[config.mk]
export PLATFORM = sky130hd
export DESIGN_NAME = alu_op_scheduler
export DESIGN_NICKNAME = d
export VERILOG_FILES = /design/src/rtl/alu_op_scheduler.sv
export SDC_FILE = /design/constraint.sdc
export NUM_CORES = 1
export LEC_CHECK = 0
export ABC_AREA = 1
export ABC_CLOCK_PERIOD_IN_PS = 1600
export CAP_MARGIN = 20
export CORE_UTILIZATION = 55
export CTS_CLUSTER_DIAMETER = 100
export DETAILED_ROUTE_END_ITERATION = 8
export DONT_BUFFER_PORTS = 1
export PLACE_DENSITY_LB_ADDON = 0.12
export REMOVE_ABC_BUFFERS = 1
export SLEW_MARGIN = 20
export SYNTH_ARGS = -nofsm -noshare
export SYNTH_HDL_FRONTEND = slang
export SYNTH_SLANG_ARGS = --single-unit
[constraint.sdc]
create_clock -name CLK -period 1.6 [get_ports CLK]
set_clock_uncertainty 0.1 [all_clocks]
set_input_delay 0.16 -clock CLK [delete_from_list [all_inputs] [get_ports CLK]]
set_output_delay 0.16 -clock CLK [all_outputs]
set_load 0.02 [all_outputs]
[src/rtl/alu_op_scheduler.sv]
// alu_op_scheduler: shares one ALU datapath (arith, logic, compare, shift
// units) between two requesters. Requests are granted round-robin, the
// function code is decoded into a one-hot unit enable, the registered unit
// output is captured one cycle after issue, and the result is returned over
// a valid/ready handshake tagged with the requester ID.
//
// Handshake rules: a transfer happens on a rising CLK edge where both VALID
// and READY are high. REQx_READY is offered only in IDLE and only to the
// arbitration winner; it depends combinationally on REQx_VALID. RES_VALID is
// high for the whole response phase, and RES_DATA/RES_ID/RES_ERR stay stable
// until RES_READY completes the transfer.

module alu_op_scheduler #(
    parameter int IN_DATA_WD = 16,
    parameter int OUT_WD     = IN_DATA_WD
) (
    input  logic                  CLK,
    input  logic                  RST,
    input  logic                  REQ0_VALID,
    output logic                  REQ0_READY,
    input  logic [IN_DATA_WD-1:0] REQ0_A,
    input  logic [IN_DATA_WD-1:0] REQ0_B,
    input  logic [3:0]            REQ0_FUN,
    input  logic                  REQ1_VALID,
    output logic                  REQ1_READY,
    input  logic [IN_DATA_WD-1:0] REQ1_A,
    input  logic [IN_DATA_WD-1:0] REQ1_B,
    input  logic [3:0]            REQ1_FUN,
    output logic [IN_DATA_WD-1:0] UNIT_A,
    output logic [IN_DATA_WD-1:0] UNIT_B,
    output logic                  ARITH_EN,
    output logic                  LOGIC_EN,
    output logic                  CMP_EN,
    output logic                  SHIFT_EN,
    output logic [1:0]            UNIT_FUN,
    input  logic [OUT_WD-1:0]     UNIT_OUT,
    input  logic                  UNIT_FLAG,
    output logic                  RES_VALID,
    input  logic                  RES_READY,
    output logic [OUT_WD-1:0]     RES_DATA,
    output logic                  RES_ID,
    output logic                  RES_ERR,
    output logic [15:0]           OP_CNT,
    output logic [1:0]            DBG_STATE
);

    localparam logic [1:0] ST_IDLE  = 2'd0;
    localparam logic [1:0] ST_ISSUE = 2'd1;
    localparam logic [1:0] ST_WAIT  = 2'd2;
    localparam logic [1:0] ST_RESP  = 2'd3;

    logic [1:0]            state;
    logic                  last_id;     // requester granted most recently
    logic [IN_DATA_WD-1:0] a_q;
    logic [IN_DATA_WD-1:0] b_q;
    logic [3:0]            fun_q;
    logic                  id_q;
    logic [OUT_WD-1:0]     res_data_q;
    logic                  res_id_q;
    logic                  res_err_q;
    logic [15:0]           op_cnt_q;

    logic                  grant_any;
    logic                  grant_id;

    // Round-robin arbitration: a lone valid requester wins; on a tie the
    // requester that was not granted last wins. Only active in IDLE.
    always_comb begin
        grant_any = 1'b0;
        grant_id  = 1'b0;
        if (state == ST_IDLE) begin
            if (REQ0_VALID && REQ1_VALID) begin
                grant_any = 1'b1;
                grant_id  = ~last_id;
            end else if (REQ0_VALID) begin
                grant_any = 1'b1;
                grant_id  = 1'b0;
            end else if (REQ1_VALID) begin
                grant_any = 1'b1;
                grant_id  = 1'b1;
            end
        end
    end

    assign REQ0_READY = grant_any & ~grant_id;
    assign REQ1_READY = grant_any &  grant_id;

    // Sequencer: accept, issue for one cycle, wait out the unit register,
    // capture, then hold the response until the consumer takes it.
    always_ff @(posedge CLK) begin
        if (RST) begin
            state      <= ST_IDLE;
            last_id    <= 1'b1;          // makes REQ0 win the first tie
            a_q        <= '0;
            b_q        <= '0;
            fun_q      <= '0;
            id_q       <= 1'b0;
            res_data_q <= '0;
            res_id_q   <= 1'b0;
            res_err_q  <= 1'b0;
            op_cnt_q   <= '0;
        end else begin
            case (state)
                ST_IDLE: begin
                    if (grant_any) begin
                        a_q     <= grant_id ? REQ1_A   : REQ0_A;
                        b_q     <= grant_id ? REQ1_B   : REQ0_B;
                        fun_q   <= grant_id ? REQ1_FUN : REQ0_FUN;
                        id_q    <= grant_id;
                        last_id <= grant_id;
                        state   <= ST_ISSUE;
                    end
                end
                ST_ISSUE: begin
                    state <= ST_WAIT;
                end
                ST_WAIT: begin
                    // A missing unit flag means the unit output is not
                    // trustworthy, so the data is zeroed and flagged.
                    res_data_q <= UNIT_FLAG ? UNIT_OUT : '0;
                    res_id_q   <= id_q;
                    res_err_q  <= ~UNIT_FLAG;
                    state      <= ST_RESP;
                end
                ST_RESP: begin
                    if (RES_READY) begin
                        op_cnt_q <= op_cnt_q + 16'd1;
                        state    <= ST_IDLE;
                    end
                end
                default: state <= ST_IDLE;
            endcase
        end
    end

    // Unit enable decode: exactly one unit enabled, and only during ISSUE.
    always_comb begin
        ARITH_EN = 1'b0;
        LOGIC_EN = 1'b0;
        CMP_EN   = 1'b0;
        SHIFT_EN = 1'b0;
        if (state == ST_ISSUE) begin
            case (fun_q[3:2])
                2'b00:   ARITH_EN = 1'b1;
                2'b01:   LOGIC_EN = 1'b1;
                2'b10:   CMP_EN   = 1'b1;
                default: SHIFT_EN = 1'b1;
            endcase
        end
    end

    assign UNIT_A    = a_q;
    assign UNIT_B    = b_q;
    assign UNIT_FUN  = fun_q[1:0];
    assign RES_VALID = (state == ST_RESP);
    assign RES_DATA  = res_data_q;
    assign RES_ID    = res_id_q;
    assign RES_ERR   = res_err_q;
    assign OP_CNT    = op_cnt_q;
    assign DBG_STATE = state;

endmodule

==> results of run 1 <==
cells by family after synthesis:
| kind of cell | Yosys count |
|---|---|
| flops | 74 |
| fa+ha+maj | 6 |
| simple gates | 190 |
| buf+inv | 92 |
| compound gates | 114 |
per-stage QoR:
stage | TNS (ns) | power (W) | instance area, um2
6_report | -0.0801 | 0.00758 | 4220
5_1_grt | -1.32 | 0.00799 | 4220
4_1_cts | -0.0534 | 0.00751 | 4160
3_5_place_dp | 0 | 0.00527 | 3740
3_3_place_gp | 0 | 0.00520 | 3740
2_1_floorplan | -51.74 | 0.00433 | 3280
state kept, by name, summed over array words and instances, names as in the netlist:
signal,flops
DBG_STATE,2
OP_CNT,16
RES_DATA,16
RES_ERR,1
RES_ID,1
UNIT_A,16
UNIT_B,16
fun_q,4
id_q,1
last_id,1
power by group:
part           switching (W)  internal, W  total, W
Clock               0.000705      0.00112   0.00183
Sequential          0.000702      0.00224   0.00294
Combinational        0.00152      0.00129   0.00281
worst max-delay path, stage by stage (launching register included):
cell     delay (ns)
dfxtp_2        0.36
inv_2          0.06
ha_4           0.18
nand3_4        0.09
buf_12         0.11
inv_6          0.03
nor2_4         0.08
buf_6          0.12
worst paths after layout:
check	from	to	slack [ns]
min	RST	UNIT_A[5]	-0.23
min reg2reg	id_q	id_q	0.36
max reg2reg	DBG_STATE[0]	UNIT_B[6]	-0.02
max	DBG_STATE[0]	REQ0_READY	-0.05
layout make-up:
cell class / count / area, um2 / area share (%)
clock inverters: 4 / 97.6 / 2.32
inverters: 65 / 259 / 6.14
well taps: 75 / 93.8 / 2.23
repair buffers: 51 / 477 / 11.3
flip-flops and latches: 74 / 1480 / 35.2
clock buffers: 12 / 155 / 3.68
multi-input cells: 310 / 1650 / 39.1
synthesized netlist by cell type (6+ instances only):
cell	n
nand2_1	129
buf_2	13
a21oi_2	10
dfxtp_1	74
o211ai_1	36
inv_1	61
ha_1	6
nand3_1	10
nand2_2	11
a21oi_1	54
o21ai_0	12
nor2_1	29
clkbuf_1	7
nor3_1	8
routing by layer:
| metal | wire length [um] | share of wire [%] | vias up |
|---|---|---|---|
| li1 | - | - | 1598 |
| met1 | 3440 | 40 | 1404 |
| met2 | 4310 | 50 | 113 |
| met3 | 562 | 6.5 | 21 |
| met4 | 294 | 3.4 | 0 |
| met5 | 0 | 0 | - |
layout by cell type (no fill, tap or decap), types with 2 or more instances in the layout:
cell type    n
nor3_4       2
inv_2        3
buf_12       4
bufinv_16    3
nand2_1    128
nor3_2       4
clkbuf_8    11
ha_1         3
inv_1       56
a21oi_1     54
nand2_2     12
ha_4         2
nor2_1      28
a21oi_2     10
clkinv_1     3
o211ai_1    36
buf_4       41
o21ai_0     12
nor3_1       3
nand3_1      9
buf_6        5
dfxtp_2      2
dfxtp_1     72
what timing repair did:
| item | in CTS | in global routing |
|---|---|---|
| endpoints found under the hold margin | 55 | 55 |
| gates resized for setup | 27 | 8 |
| gates cloned | 1 | 0 |
| pin swaps | 4 | 4 |
| endpoints found under the setup margin | 6 | 39 |
| setup buffers | 6 | 3 |
==> impl_metrics.py, run 1 <==
metrics = {
    "outcome": {
        "status": "complete, but fails checks",
        "violations": "negative hold slack, negative setup slack",
    },
    "power_and_ir_drop": {
        "power_density_nw_per_um2": 1800,
        "p_leak_nw": 1.84,
        "ir_drop_uv": 1300,
    },
    "timing": {
        "period_share_pct": 103,
        "hold_violations": 55,
        "period_needed_ns": 1.65,
        "worst_pin_slew_ns": 0.477,
        "setup_slack_ns": -0.0467,
        "drv_slew": 0,
        "holdWs_ns": -0.234,
        "fmax_mhz": 607,
        "slew_headroom_pct": 68.0,
        "setup_viol": 3,
        "rsz0062_at_grt": "yes",
    },
    "detailed_routing": {
        "vias_per_cell": 5.31,
        "dr.pass1.iters": 6,
        "routedWlPerCell_um": 14.6,
        "postRouteWirelength_um": 8610,
        "vias": 3136,
        "postRouteAntennaNets": 0,
        "drcViolationCount": 0,
        "initialDrtViolationCount": 105,
    },
    "synthesis": {
        "synth.area.mux_share_pct": 0,
        "synth-compound-area-share_pct": 20.4,
        "synth_adder_area_share_pct": 2.18,
        "syn_area_um2": 3450,
        "synth_top_family_by_area": "simple AND/OR/NAND/NOR gates",
        "yosysUniqueCellTypes": 26,
        "synth_top_area_cell": "dfxtp_1",
        "synth_top_flop_cell": "dfxtp_1",
        "synth_xor_area_share_pct": 0,
        "yosys_register_bits": 74,
        "ys_async_sr_fraction_pct": 0,
        "yosysSeqAreaShare_pct": 43.0,
        "synth_simple_gate_area_share_pct": 22.5,
        "synthCells": 476,
        "yosysWarningCount": 0,
        "synth_top_area_share_pct": 43.0,
        "synth_edf_count": 0,
        "syn_area_per_cell_um2": 7.24,
        "synth.area.top_cells": "dfxtp_1 (43%), nand2_1 (14%), a21oi_1 (7.8%)",
    },
    "clock_tree": {
        "clk_path_buf_depth": 2,
        "clk_pin_slew_ns": 0.08,
        "htree_levels": 3,
        "insertion_delay_ns": 0.34,
        "clkSinkCount": 74,
        "numCtsBuffers": 9,
        "root_buffer": "clkbuf_8",
        "cts_tree": "done",
    },
    "floorplanning": {
        "dieArea_um2": 6590,
        "fp.dieW_um": 81.2,
        "io_pins": 171,
        "rows": 28,
        "floorplan.initialDensity_pct": 57.5,
        "coreArea_um2": 5990,
        "die_h_um": 81.2,
    },
    "setup_path": {
        "critPathMaxFanout": 3,
        "crit_type": "reg2out",
        "endpoint_kind": "output port",
        "critPathRequiredTime_ns": 1.34,
        "reg2reg_depth": 7,
        "startpoint_type": "flip-flop",
        "cp_data_arrival_time_ns": 1.39,
    },
    "cells_and_area": {
        "fillers": 506,
        "nNetsFinal": 611,
        "drive_above_1_share_pct": 20.9,
        "fin_cells": 591,
        "diodes": 0,
        "utilization_pct": 70.4,
        "area_growth_pct": 22.3,
    },
    "place": {
        "pre_cts_ws_ns": 0.0338,
        "dpl.hpwl_um": 5850,
        "gp_congestion": 0.801,
        "placed_cells": 565,
        "portBuffers": 0,
    },
    "global_routing": {
        "busiest_layer": "met2",
        "grt_antenna_before_repair": 0,
        "grt_start_max_net_pins": 57,
        "use_met1_pct": 28.9,
        "use_met3_pct": 6.85,
        "track_usage_pct": 26.0,
        "overflow": 0,
        "grt_use_met2_pct": 45.0,
        "grt_pass1_wl_um": 12900,
        "grt_pass1_vias": 2831,
    },
    "worst_hold_path": {
        "holdPathStages": 1,
        "worstHoldPathType": "in2reg",
    },
    "flow_run": {
        "maxCapViolations": 0,
    },
}
Power figures use the tool's default switching activity.
==> run 2, diff against run 1 <==
Settings changed: CTS_CLUSTER_DIAMETER 100 to 120, PLACE_DENSITY set to 0.68, PLACE_DENSITY_LB_ADDON 0.12 to unset.
==> impl_metrics.py, run 2 (synthesis results as in run 1) <==
metrics = {
    "timing": {
        "worst_pin_slew_ns": 0.479,
        "tns_ns": 0,
        "period_needed_ns": 1.59,
        "rsz0062_at_grt": "yes",
        "drv_slew": 0,
        "fmax_mhz": 628,
        "holdWs_ns": -0.225,
        "slew_headroom_pct": 67.9,
        "hold_violations": 55,
        "period_share_pct": 99.6,
        "setup_viol": 0,
    },
    "floorplanning": {
        "die_h_um": 81.2,
        "io_pins": 171,
        "dieArea_um2": 6590,
        "fp.dieW_um": 81.2,
        "rows": 28,
        "floorplan.initialDensity_pct": 57.5,
        "coreArea_um2": 5990,
    },
    "detailed_routing": {
        "dr.pass1.iters": 5,
        "routedWlPerCell_um": 13.7,
        "postRouteAntennaNets": 0,
        "initialDrtViolationCount": 115,
        "vias_per_cell": 5.22,
        "postRouteWirelength_um": 8030,
        "vias": 3065,
        "drcViolationCount": 0,
    },
    "outcome": {
        "status": "complete, but fails checks",
        "violations": "negative hold slack",
    },
    "place": {
        "portBuffers": 0,
        "dpl.hpwl_um": 5660,
        "gp_congestion": 0.838,
    },
    "global_routing": {
        "track_usage_pct": 23.5,
        "grt_pass1_wl_um": 11700,
        "grt_start_max_net_pins": 57,
        "overflow": 0,
        "grt_pass1_vias": 2527,
        "grt_antenna_before_repair": 0,
    },
    "setup_path": {
        "r2r-end": "UNIT_B[10]",
        "rrSetupSlack_ns": 0.04,
        "endpoint_kind": "output port",
        "crit_end": "REQ0_READY",
        "path_cells": "inv_4 -> ha_4 -> o21a_4 -> inv_8 -> nor2_4 -> buf_6",
        "crit_slowest_cell": "dfxtp_2",
        "crit_type": "reg2out",
        "startpoint_type": "flip-flop",
        "r2r_start": "DBG_STATE[1]",
        "crit_start": "DBG_STATE[1]",
        "cp_top_family": "flip-flops",
        "path_buf_inv": 3,
        "cp.depth": 6,
        "critPathRequiredTime_ns": 1.34,
        "critPathMaxFanout": 11,
        "cp_slowest_stage_delay_ns": 0.34,
        "cp_data_arrival_time_ns": 1.33,
        "reg2reg_depth": 7,
    },
    "power_and_ir_drop": {
        "power_density_nw_per_um2": 1710,
        "p_int_w": 0.00425,
        "p_sw_w": 0.00287,
        "ir_drop_uv": 963,
        "pwr-share-seq_pct": 41.3,
        "p_leak_nw": 1.81,
        "pwr-share-comb_pct": 38.8,
        "swShare_pct": 40.3,
        "clkPwrFrac_pct": 19.8,
        "power_w": 0.00712,
    },
    "worst_hold_path": {
        "worstHoldPathType": "in2reg",
    },
    "clock_tree": {
        "insertion_delay_ns": 0.34,
        "htree_levels": 3,
        "numCtsBuffers": 9,
        "clkSinkCount": 74,
        "cts_hold_buf": 1,
        "root_buffer": "clkbuf_8",
        "clk_path_buf_depth": 2,
        "clk_pin_slew_ns": 0.07,
        "cts_tree": "done",
    },
    "cells_and_area": {
        "nNetsFinal": 607,
        "fillers": 520,
        "mostFrequentLayoutCells": "nand2_1 (128), dfxtp_1 (72), inv_1 (56)",
        "multiInputGateArea_um2": 1660,
        "diodes": 0,
        "drive_above_1_share_pct": 21.1,
        "area_growth_pct": 21.1,
        "regArea_um2": 1480,
        "layout_commonest_cell": "nand2_1",
    },
    "flow_run": {
        "maxCapViolations": 0,
    },
}
-- run 2: worst min path at each step --
stage	startpoint	to	slack, ns	cells after the start
2_1_floorplan	RST	UNIT_A[15]	0.12	1
3_3_place_gp	RST	UNIT_A[2]	0.13	1
3_5_place_dp	RST	UNIT_A[2]	0.13	1
4_1_cts	RST	fun_q[3]	-0.23	1
5_1_grt	RST	UNIT_A[2]	-0.25	1
6_report	RST	UNIT_A[2]	-0.22	1
-- run 2: routing by layer --
layer / vias up / share of wire, % / routed length [um] / track usage, %
met5: - / 0 / 0 / 0
met4: 0 / 1.4 / 113 / 10.2
met3: 10 / 7.4 / 597 / 8.31
met2: 108 / 49 / 3940 / 39.1
met1: 1358 / 42 / 3380 / 27.1
li1: 1589 / - / - / -
-- run 2: power groups by stage --
stage / clock network [W] / registers [W] / logic, W
after CTS: 0.00144 / 0.00294 / 0.00254
after global placement: 0 / 0.00296 / 0.00223
final: 0.00141 / 0.00294 / 0.00276
after global routing: 0.00153 / 0.00299 / 0.00300
after floorplan: 0 / 0.00292 / 0.00141
after detailed placement: 0 / 0.00297 / 0.00230
-- run 2: final cells by class --
type	instances	area share, %
Clock buffer	13	4.29
Timing Repair Buffer	47	11.3
Tap cell	75	2.25
Sequential cell	74	35.6
Multi-Input combinational cell	310	39.8
Inverter	65	6.27
Clock inverter	3	0.510
-- run 2: repair_timing --
action,4_1_cts,5_1_grt
endpoints found under the setup margin,7,43
buffers inserted,5,3
pin swaps,1,4
gates cloned,1,0
gates resized for setup,14,28
endpoints found under the hold margin,56,55
-- run 2: stage by stage --
stage | hold WS, ns | std cells | util (%) | setup WS (ns) | instance area [um2]
CTS | -0.235 | 584 | 67.7 | -0.0556 | 4050
floorplan | 0.122 | 449 | - | -1.67 | 3280
global placement | 0.129 | 561 | 62.3 | 0.0753 | 3730
detailed placement | 0.130 | 561 | 62.3 | 0.0118 | 3730
global route | -0.248 | 587 | 69.7 | -0.0580 | 4170
finish | -0.225 | 587 | 69.7 | 0.00659 | 4170
==> run 3, diff against run 2 <==
Settings changed: CORE_UTILIZATION 55 to 58, GPL_TIMING_DRIVEN set to 0, PLACE_DENSITY 0.68 to 0.72.
==> impl_metrics.py, run 3 (synthesis results as in run 1) <==
metrics = {
    "outcome": {
        "status": "complete, but fails checks",
        "violations": "negative hold slack, negative setup slack",
    },
    "timing": {
        "rsz0062_at_grt": "yes",
        "tns_ns": -0.814,
        "drv_slew": 0,
        "slew_headroom_pct": 65.4,
        "setup_viol": 24,
        "hold_violations": 55,
        "period_share_pct": 108,
        "period_needed_ns": 1.72,
        "fmax_mhz": 581,
        "setup_slack_ns": -0.120,
        "holdWs_ns": -0.231,
        "worst_pin_slew_ns": 0.516,
    },
    "detailed_routing": {
        "vias": 3267,
        "postRouteAntennaNets": 0,
        "initialDrtViolationCount": 160,
        "drcViolationCount": 0,
        "routedWlPerCell_um": 17.3,
        "postRouteWirelength_um": 9780,
        "dr.pass1.iters": 4,
        "vias_per_cell": 5.78,
    },
    "power_and_ir_drop": {
        "swShare_pct": 43.1,
        "ir_drop_uv": 1110,
        "p_sw_w": 0.00341,
        "power_density_nw_per_um2": 1890,
        "power_w": 0.00791,
        "pwr-share-seq_pct": 38.6,
        "pwr-share-comb_pct": 38.7,
        "p_leak_nw": 1.72,
        "clkPwrFrac_pct": 22.7,
        "p_int_w": 0.00451,
    },
    "cells_and_area": {
        "mostFrequentLayoutCells": "nand2_1 (125), dfxtp_1 (68), inv_1 (57)",
        "fin_cells": 565,
        "diodes": 0,
        "area_growth_pct": 21.4,
        "layout_commonest_cell": "nand2_1",
        "nNetsFinal": 588,
        "drive_above_1_share_pct": 20.1,
        "stdcell_area_um2": 4180,
    },
    "clock_tree": {
        "root_buffer": "clkbuf_8",
        "cts_hold_buf": 1,
        "clk_pin_slew_ns": 0.08,
        "insertion_delay_ns": 0.35,
        "cts_tree": "done",
        "clkSinkCount": 74,
        "clk_path_buf_depth": 2,
        "htree_levels": 3,
        "numCtsBuffers": 9,
    },
    "setup_path": {
        "endpoint_kind": "output port",
        "critPathRequiredTime_ns": 1.34,
        "crit_end": "REQ0_READY",
        "startpoint_type": "flip-flop",
        "critPathMaxFanout": 5,
        "r2r_start": "DBG_STATE[0]",
        "crit_type": "reg2out",
        "reg2reg_depth": 8,
        "r2r-end": "UNIT_A[5]",
        "crit_slowest_cell": "dfxtp_4",
        "cp_data_arrival_time_ns": 1.46,
        "cp_slowest_stage_delay_ns": 0.45,
        "rrSetupSlack_ns": -0.09,
        "path_cells": "inv_4 -> ha_4 -> nand3_4 -> inv_1 -> nor2_4",
        "crit_start": "DBG_STATE[0]",
    },
    "floorplanning": {
        "rows": 27,
        "fp.dieW_um": 79.1,
        "coreArea_um2": 5610,
        "dieArea_um2": 6250,
        "floorplan.initialDensity_pct": 61.4,
        "io_pins": 171,
        "die_h_um": 79.1,
    },
    "global_routing": {
        "grt_pass1_wl_um": 13700,
        "grt_antenna_before_repair": 0,
        "grt_pass1_vias": 2980,
        "grt_start_max_net_pins": 57,
        "overflow": 0,
        "track_usage_pct": 28.6,
    },
    "place": {
        "placed_cells": 521,
        "placedInstanceArea_um2": 3390,
        "portBuffers": 0,
        "gp_congestion": 0.807,
        "dpl.hpwl_um": 5250,
    },
    "flow_run": {
        "maxCapViolations": 0,
    },
    "worst_hold_path": {
        "worstHoldPathType": "in2reg",
    },
}
run 3: cell types whose count changed in the layout (fill, tap and decap cells not counted), sizes merged:
| cell | previous run | this run |
|---|---|---|
| inv | 63 | 69 |
| bufinv | 0 | 3 |
| buf | 45 | 15 |
| o21a | 1 | 3 |
| nand3 | 10 | 15 |
| bufbuf | 1 | 0 |
| clkbuf | 13 | 9 |
run 3: per-layer routing:
metal  global-route usage (%)  routed length [um]
met5                        0                   0
met1                     30.4                3660
met2                     52.1                5060
met4                     12.7                 187
met3                     7.93                 874
run 3: layout make-up:
class	instances	area (um2)
Tap cell	72	90.1
Clock buffer	9	124
Clock inverter	7	124
Multi-Input combinational cell	317	1840
Inverter	65	268
Fill cell	449	1430
Sequential cell	74	1500
Timing Repair inverter	5	58.8
Timing Repair Buffer	16	175
run 3: worst min-delay path by stage:
| stage | from | to | cells past startpoint |
|---|---|---|---|
| floorplan | RST | UNIT_A[15] | 1 |
| finish | RST | UNIT_B[13] | 1 |
| CTS | RST | UNIT_A[15] | 1 |
| global route | RST | UNIT_B[11] | 1 |
| global placement | RST | UNIT_A[3] | 1 |
| detailed placement | RST | UNIT_A[5] | 1 |
run 3: per-stage QoR:
stage	setup slack, ns	util (%)
final	-0.120	74.6
after global routing	-0.167	74.6
after CTS	-0.124	70.3
after global placement	-2.32	60.1
after detailed placement	-0.961	60.4
after floorplan	-1.67	-
run 3: worst max-delay path, delay by kind of cell (launching register included):
family | cells | cell delay (ns)
adder cells (fa/ha/maj) | 1 | 0.19
flip-flops | 1 | 0.45
AND/OR/NAND/NOR | 2 | 0.28
buffers and inverters | 2 | 0.20
run 3: what timing repair did:
item	CTS	global route
resized for setup	45	34
pin swaps	6	14
endpoints found under the setup margin	78	51
gates cloned	8	4
endpoints found under the hold margin	56	55
buffers inserted	8	7
run 3: power by group through the flow:
| stage | clock, W | combinational [W] | sequential [W] |
|---|---|---|---|
| 6_report | 0.00180 | 0.00306 | 0.00306 |
| 5_1_grt | 0.00189 | 0.00325 | 0.00310 |
| 4_1_cts | 0.00180 | 0.00247 | 0.00304 |
| 3_5_place_dp | 0 | 0.00174 | 0.00302 |
| 3_3_place_gp | 0 | 0.00169 | 0.00301 |
| 2_1_floorplan | 0 | 0.00141 | 0.00292 |
